$ cat src/rtl/short_preamble_inserter.sv
// Prepends NUM_REPS copies of the 802.11a short training symbol to each payload burst,
// then passes the payload through with zero latency.
//
// state    | meaning
// ---------+-----------------------------------------------------------
// IDLE     | waiting for i_tvalid; no input consumed, no output
// PREAMBLE | emitting ROM samples (registered), o_tuser high
// PAYLOAD  | combinational pass-through until a handshake with i_tlast
module short_preamble_inserter #(
    parameter int WIDTH       = 32,
    parameter int SYMBOL_LEN  = 16,
    parameter int NUM_REPS    = 10,
    parameter int SCALE_SHIFT = 0
) (
    input  logic             clk,
    input  logic             reset,
    input  logic [WIDTH-1:0] i_tdata,
    input  logic             i_tlast,
    input  logic             i_tvalid,
    output logic             i_tready,
    output logic [WIDTH-1:0] o_tdata,
    output logic             o_tlast,
    output logic             o_tuser,
    output logic             o_tvalid,
    input  logic             o_tready,
    output logic             o_busy
);

    localparam int IDX_W = $clog2(SYMBOL_LEN);

    typedef enum logic [1:0] {IDLE, PREAMBLE, PAYLOAD} state_t;

    state_t           state;
    logic [IDX_W-1:0] idx;
    logic [IDX_W-1:0] idx_nxt;
    logic [7:0]       rep;
    logic [WIDTH-1:0] pre_data;
    logic             pre_valid;
    logic             busy;
    logic             last_idx;
    logic             last_rep;

    // The short symbol has a 16-sample period, so other symbol lengths index it modulo 16.
    function automatic logic [WIDTH-1:0] rom_sample(input logic [IDX_W-1:0] k);
        logic signed [15:0] ri;
        logic signed [15:0] rq;
        logic [3:0]         k4;
        logic [WIDTH-1:0]   s;
        k4 = 4'(k);
        ri = '0;
        rq = '0;
        case (k4)
            4'd0:    begin ri =  16'sd1507; rq =  16'sd1507; end
            4'd1:    begin ri = -16'sd4325; rq =  16'sd66;   end
            4'd2:    begin ri = -16'sd426;  rq = -16'sd2589; end
            4'd3:    begin ri =  16'sd4686; rq = -16'sd426;  end
            4'd4:    begin ri =  16'sd3015; rq =  16'sd0;    end
            4'd5:    begin ri =  16'sd4686; rq = -16'sd426;  end
            4'd6:    begin ri = -16'sd426;  rq = -16'sd2589; end
            4'd7:    begin ri = -16'sd4325; rq =  16'sd66;   end
            4'd8:    begin ri =  16'sd1507; rq =  16'sd1507; end
            4'd9:    begin ri =  16'sd66;   rq = -16'sd4325; end
            4'd10:   begin ri = -16'sd2589; rq = -16'sd426;  end
            4'd11:   begin ri = -16'sd426;  rq =  16'sd4686; end
            4'd12:   begin ri =  16'sd0;    rq =  16'sd3015; end
            4'd13:   begin ri = -16'sd426;  rq =  16'sd4686; end
            4'd14:   begin ri = -16'sd2589; rq = -16'sd426;  end
            default: begin ri =  16'sd66;   rq = -16'sd4325; end
        endcase
        ri = ri >>> SCALE_SHIFT;
        rq = rq >>> SCALE_SHIFT;
        s = '0;
        s[31:0] = {ri, rq};
        return s;
    endfunction

    assign idx_nxt  = idx + 1'b1;
    assign last_idx = (idx == IDX_W'(SYMBOL_LEN - 1));
    assign last_rep = (rep == 8'(NUM_REPS - 1));

    always_ff @(posedge clk or posedge reset) begin
        if (reset) begin
            state     <= IDLE;
            idx       <= '0;
            rep       <= '0;
            pre_data  <= '0;
            pre_valid <= 1'b0;
            busy      <= 1'b0;
        end else begin
            case (state)
                IDLE: begin
                    if (i_tvalid) begin
                        state <= PREAMBLE;
                        busy  <= 1'b1;
                    end
                end
                PREAMBLE: begin
                    // First cycle in PREAMBLE only primes the ROM register.
                    if (!pre_valid) begin
                        pre_data  <= rom_sample(idx);
                        pre_valid <= 1'b1;
                    end else if (o_tready) begin
                        if (last_idx && last_rep) begin
                            state     <= PAYLOAD;
                            idx       <= '0;
                            rep       <= '0;
                            pre_data  <= '0;
                            pre_valid <= 1'b0;
                        end else begin
                            idx      <= idx_nxt;
                            pre_data <= rom_sample(idx_nxt);
                            if (last_idx) rep <= rep + 8'd1;
                        end
                    end
                end
                PAYLOAD: begin
                    if (i_tvalid && o_tready && i_tlast) begin
                        state <= IDLE;
                        busy  <= 1'b0;
                    end
                end
                default: state <= IDLE;
            endcase
        end
    end

    assign i_tready = (state == PAYLOAD) && o_tready;
    assign o_tdata  = (state == PAYLOAD) ? i_tdata : pre_data;
    assign o_tvalid = (state == PAYLOAD) ? i_tvalid : pre_valid;
    assign o_tlast  = (state == PAYLOAD) && i_tlast;
    assign o_tuser  = pre_valid;
    assign o_busy   = busy;

endmodule

$ cat config.mk
export PLATFORM = sky130hd
export DESIGN_NAME = short_preamble_inserter
export DESIGN_NICKNAME = d
export VERILOG_FILES = /design/src/rtl/short_preamble_inserter.sv
export SDC_FILE = /design/constraint.sdc
export NUM_CORES = 1
export LEC_CHECK = 0
export ABC_AREA = 1
export BUFFER_PORTS_ARGS = -buffer_cell sky130_fd_sc_hd__buf_2
export CORE_MARGIN = 4
export CORE_UTILIZATION = 45
export DETAILED_ROUTE_END_ITERATION = 6
export PLACE_DENSITY = 0.69
export SLEW_MARGIN = 20
export SYNTH_ARGS = -nofsm -noshare
export SYNTH_HDL_FRONTEND = slang
export SYNTH_SLANG_ARGS = --single-unit
$ cat constraint.sdc
create_clock -name clk -period 4.1 [get_ports clk]
set_clock_uncertainty 0.05 [all_clocks]
set_input_delay 0 -clock clk [delete_from_list [all_inputs] [get_ports clk]]
set_output_delay 0 -clock clk [all_outputs]
set_load 0.05 [all_outputs]
# After elaboration in Yosys (flattened, before gate mapping)

Memory sizes are Yosys's and may differ from the RTL's.
Cells that the tools add are included.

$add $sub $neg: 2
Equal/unequal tests: 10
Muxes and demuxes: 20
Reductions and logical operators: 13

Operators with widths:

| cell                                          | count |
|---|---|
| two-way mux 32 bit                            | 4 |
| two-way mux 8 bit                             | 2 |
| != test 2 bit, second input constant          | 6 |
| two-way mux 2 bit                             | 5 |
| adder 8 x 1 -> 8 bit, second input constant   | 1 |
| == test 8 x 4 -> 1 bit, second input constant | 1 |
| two-way mux 1 bit                             | 6 |
| case mux 2 bit (3 select lines)               | 1 |
| AND reduction 3 bit                           | 2 |
| logical AND 1 bit                             | 5 |
| AND reduction 5 bit                           | 1 |
| adder 4 x 1 -> 4 bit, second input constant   | 1 |
| == test 4 bit, second input constant          | 1 |
| two-way mux 4 bit                             | 1 |
| AND reduction 4 bit                           | 1 |
| nonzero test 2 bit                            | 2 |
| == test 2 x 1 -> 1 bit, second input constant | 1 |
| == test 2 bit, second input constant          | 1 |
| zero test 2 bit                               | 1 |
| case mux 1 bit (2 select lines)               | 1 |
| AND reduction 2 bit                           | 1 |

Register bits after elaboration: 48
Memory bits (read-only): 1,024
Input bits: 37
Output and inout port bits: 37
Memories: 2

Memories:

| name             | depth | width | rd ports | clocked after Yosys merged registers in | wr ports | RTL line | text |
|---|---|---|---|---|---|---|---|
| (name not given) | 16    | 32    | 1        | 0                                       | 0        | 52       | `case (k4)` |
| (name not given) | 16    | 32    | 1        | 0                                       | 0        | 52       |  |

# Logic depth before layout (Yosys ltp)

Depth in word-level cells: 6
Gate-level depth with buffers: 11
Mapped depth without buffers: 11

# Least setup slack after synthesis

Ideal clock, no wire load.

Path type: register to output
Start point: register pre_valid, in the netlist o_tuser
End point: output port o_tvalid
Data arrival time: 2.263 ns
Required time: 4.050 ns
Path slack: 1.787 ns
Stages on the path, launching flop included: 5
Cell sequence: dfrtp_1 inv_1 buf_2 buf_2 o21ai_0

Longest elaborated chain between the ends: 1

RTL lines:

| what                   | RTL line | text |
|---|---|---|
| from (decl)            | 38       | `logic pre_valid;` |
| from (signal assigned) | 87       | `pre_valid <= 1'b0;` |
| from (signal assigned) | 101      | `pre_valid <= 1'b1;` |
| from (signal assigned) | 108      | `pre_valid <= 1'b0;` |
| two-way mux 1 bit      | 129      | `assign o_tvalid = (state == PAYLOAD) ? i_tvalid : pre_valid;` |
| to (decl)              | 24       | `output logic o_tvalid,` |

No other way between the ends.

# Worst setup path after layout

Start point: register pre_valid, in the netlist o_tuser
End point: register pre_data[27]

Longest elaborated chain between the ends: 2
Elaborated cells between the ends (all ways): 3

RTL lines:

| what                                 | RTL line | text |
|---|---|---|
| != test 2 bit (no source line)       | n/a      |  |
| AND reduction 2 bit (no source line) | n/a      |  |
| to (signal assigned)                 | 100      | `pre_data <= rom_sample(idx);` |
| to (signal assigned)                 | 111      | `pre_data <= rom_sample(idx_nxt);` |
| to (decl)                            | 37       | `logic [WIDTH-1:0] pre_data;` |

Several ways; a longest one is shown, not always the timed one.
A chain may end at the register's enable or synchronous reset.

==> impl_metrics.env <==
export IMPL_hpwl_mm=6.59
export IMPL_cts_tree="built"
export IMPL_layout_drive_gt1_share_pct=18.4
export IMPL_syn_nets=531
export IMPL_holdCritStartpoint="o_tready"
export IMPL_holdWs_ns=0.0269
export IMPL_grt_usage_pct=22.1
export IMPL_rsz0062_at_grt="no"
export IMPL_final_util_pct=55.0
export IMPL_grt_pass1_wl_mm=15.0
export IMPL_cts_root_buf="clkbuf_8"
export IMPL_worst_path_max_delay_cell="o21ai_2"
export IMPL_vdd_drop_max_uv=353
export IMPL_drv_cap=0
export IMPL_dieArea_um2=8170
export IMPL_vias=3321
export IMPL_r2r_end="pre_data[27]"
export IMPL_grt_overflow_total=0
export IMPL_pre_cts_ws_ns=1.74
export IMPL_yosysWarnings=0
export IMPL_internal_power_mw=1.15
export IMPL_yosysMostFrequentCell="nand2_1"
export IMPL_syn_area_um2=3060
export IMPL_fmax_ghz=0.413
export IMPL_yosys_top_cells_count="nand2_1 (202), nand3_1 (46), nor2_1 (43)"
export IMPL_grt_pass1_vias=3204
export IMPL_drtIter0Drc=205
export IMPL_h_tree_depth=2
export IMPL_synth_cell_types=27
export IMPL_setup_violations=0
export IMPL_sw_frac_of_total_pct=58.6
export IMPL_status="finished clean"
export IMPL_fp_dieH_um=90.4
export IMPL_yosys_area_top_type="dfrtp_1"
export IMPL_cts_buffers=5
export IMPL_antenna_found_initial=0
export IMPL_rows=29
export IMPL_netlist_area_leader_share_pct=33.6
export IMPL_path_cells="inv_1, o21ai_2, inv_2, o21ai_0, nand2_1, a21oi_1"
export IMPL_drcViolationCount=0
export IMPL_start_util_pct=47.3
export IMPL_seqPwrFrac_pct=24.6
export IMPL_postRouteAntennaNets=0
export IMPL_nNetsFinal=599
export IMPL_ys_seq_elements=41
export IMPL_antenna_cells=0
export IMPL_design_core_area_um2=6460
export IMPL_cp_startpoint="o_tuser"
export IMPL_r2r_cells=6
export IMPL_p_clk_share_pct=9.8
export IMPL_arrival_ns=2.60
export IMPL_wl_per_cell_um=13.7
export IMPL_rrSetupSlack_ns=1.68
export IMPL_seq_area_frac_synth_pct=33.6
export IMPL_syn_inst=484
export IMPL_wirelength_mm=8.61
export IMPL_fin_crit_sh_pct=59.1
export IMPL_first_pass_iters=4
export IMPL_ctsLongestPathBuffers=2
export IMPL_final_instance_count_excl_fill=630
export IMPL_boundaryPins=74
export IMPL_crit_path_max_incr_delay_ns=0.65
export IMPL_max_slew_worst_pin_slew_ns=0.686
export IMPL_avgSynthCellArea_um2=6.31
export IMPL_clk_insertion_delay_late_ns=0.30
export IMPL_die_width_um=90.4
export IMPL_place_gp_congestion=0.963
export IMPL_ys_top_cells_by_area="dfrtp_1 (34%), nand2_1 (25%), nand3_1 (7.5%)"
export IMPL_portBuffers=73
export IMPL_setup_tns_ns=0
export IMPL_path_clk_slew_ns=0.08
export IMPL_combPwrFrac_pct=65.6
export IMPL_ys_flop_type="dfrtp_1"
export IMPL_dp_cells=618
export IMPL_synth_edff_count=0
export IMPL_grt_max_degree=42
export IMPL_cts_num_sinks=41
export IMPL_hold_end="state[1]"
export IMPL_synthArstFlopShare_pct=100
export IMPL_areaGrowthSynthToFinish_pct=16.3
export IMPL_endpoint_kind="flip-flop"
export IMPL_worst_slack_ns=1.68
export IMPL_hold_viol=0
export IMPL_startpoint_type="flip-flop"
export IMPL_r2r_start="o_tuser"
export IMPL_slew_viol_final=0
export IMPL_power_density_nw_per_um2=784
export IMPL_hold_class="input pin to flip-flop"
export IMPL_cp_data_required_time_ns=4.27
export IMPL_critical_path_class="flip-flop to flip-flop"
export IMPL_maxSlewHeadroom_pct=54.3
export IMPL_p_sw_mw=1.63
export IMPL_fin_crit_ns=2.42
export IMPL_critPathMaxFanout=33
export IMPL_leakagePower_nw=1.98
export IMPL_hold_path_depth=4
export IMPL_viasPerCell=5.27
==> how the worst max path moves through the flow <==
stage,end,slack [ns],cells after the start
after floorplan,o_tvalid,1.79,4
after global placement,pre_data[18],1.75,6
after detailed placement,pre_data[27],1.74,6
after CTS,pre_data[27],1.69,6
after global routing,pre_data[27],1.36,6
final,pre_data[27],1.68,6
==> worst max-delay path, delay by kind of cell (launching register included) <==
| kind | cells | cell delay [ns] |
|---|---|---|
| compound gates | 3 | 1.04 |
| buf+inv | 2 | 0.70 |
| flops | 1 | 0.45 |
| simple gates | 1 | 0.09 |
==> sequential cells by signal (all words and copies together) (netlist names) <==
register	cells
pre_data	25
o_tuser	1
rep	8
o_busy	1
state	2
idx	4
==> cells in the final DEF, fill, tap and decap left out, drive strengths merged, types with 2 or more instances in the layout <==
master	count
xor2	3
o211ai	3
dfrtp	41
clkinv	3
nand2	208
nor2	48
a21oi	32
o21ai	21
clkbuf	5
inv	43
ha	10
nand3	49
buf	75
nand4	2
dlygate4sd3	4
==> routing by layer <==
| metal | vias up | part of all wire [%] | track usage, % |
|---|---|---|---|
| met5 | - | 0 | 0 |
| met2 | 118 | 47 | 36.3 |
| met3 | 30 | 6.1 | 5.42 |
| met4 | 0 | 4.0 | 10.1 |
| li1 | 1665 | - | - |
| met1 | 1508 | 43 | 27.4 |
==> power by group through the flow <==
stage          sequential (mW)  clock (mW)  combinational, mW
2_1_floorplan            0.649           0               1.43
3_3_place_gp             0.688           0               1.80
5_1_grt                  0.711       0.295               2.01
4_1_cts                  0.684       0.278               1.82
3_5_place_dp             0.693           0               1.80
6_report                 0.686       0.273               1.83
==> final cells by class <==
| class | instances | area (µm²) |
|---|---|---|
| inverter | 44 | 165 |
| sequential | 41 | 1030 |
| clock buffer | 5 | 68.8 |
| clock inverter | 3 | 17.5 |
| multi-input combinational | 381 | 1760 |
| tap | 77 | 96.3 |
| timing repair buffer | 79 | 420 |
| fill | 653 | 2910 |
==> cell families (layout without fill, tap and decap cells) <==
logic type,count (synthesis),after routing,share of synthesized area (%)
xor+xnor,3,3,0.860
flops,41,41,33.6
compound gates,59,59,10.2
fa+ha+maj,10,10,4.10
simple gates,309,309,42.4
buf+inv,62,131,8.84
==> through the flow <==
step,cell area [µm²],total power [mW]
2_1_floorplan,3060,2.08
3_3_place_gp,3430,2.49
3_5_place_dp,3430,2.50
4_1_cts,3550,2.78
5_1_grt,3550,3.02
6_report,3550,2.79
==> what timing repair did <==
action,CTS,global route
hold buffers,4,0
setup buffers,0,0
setup endpoints to repair,0,0
resized for setup,0,0
hold endpoints to repair,44,0
No activity file was read; power rests on OpenSTA's default activity.
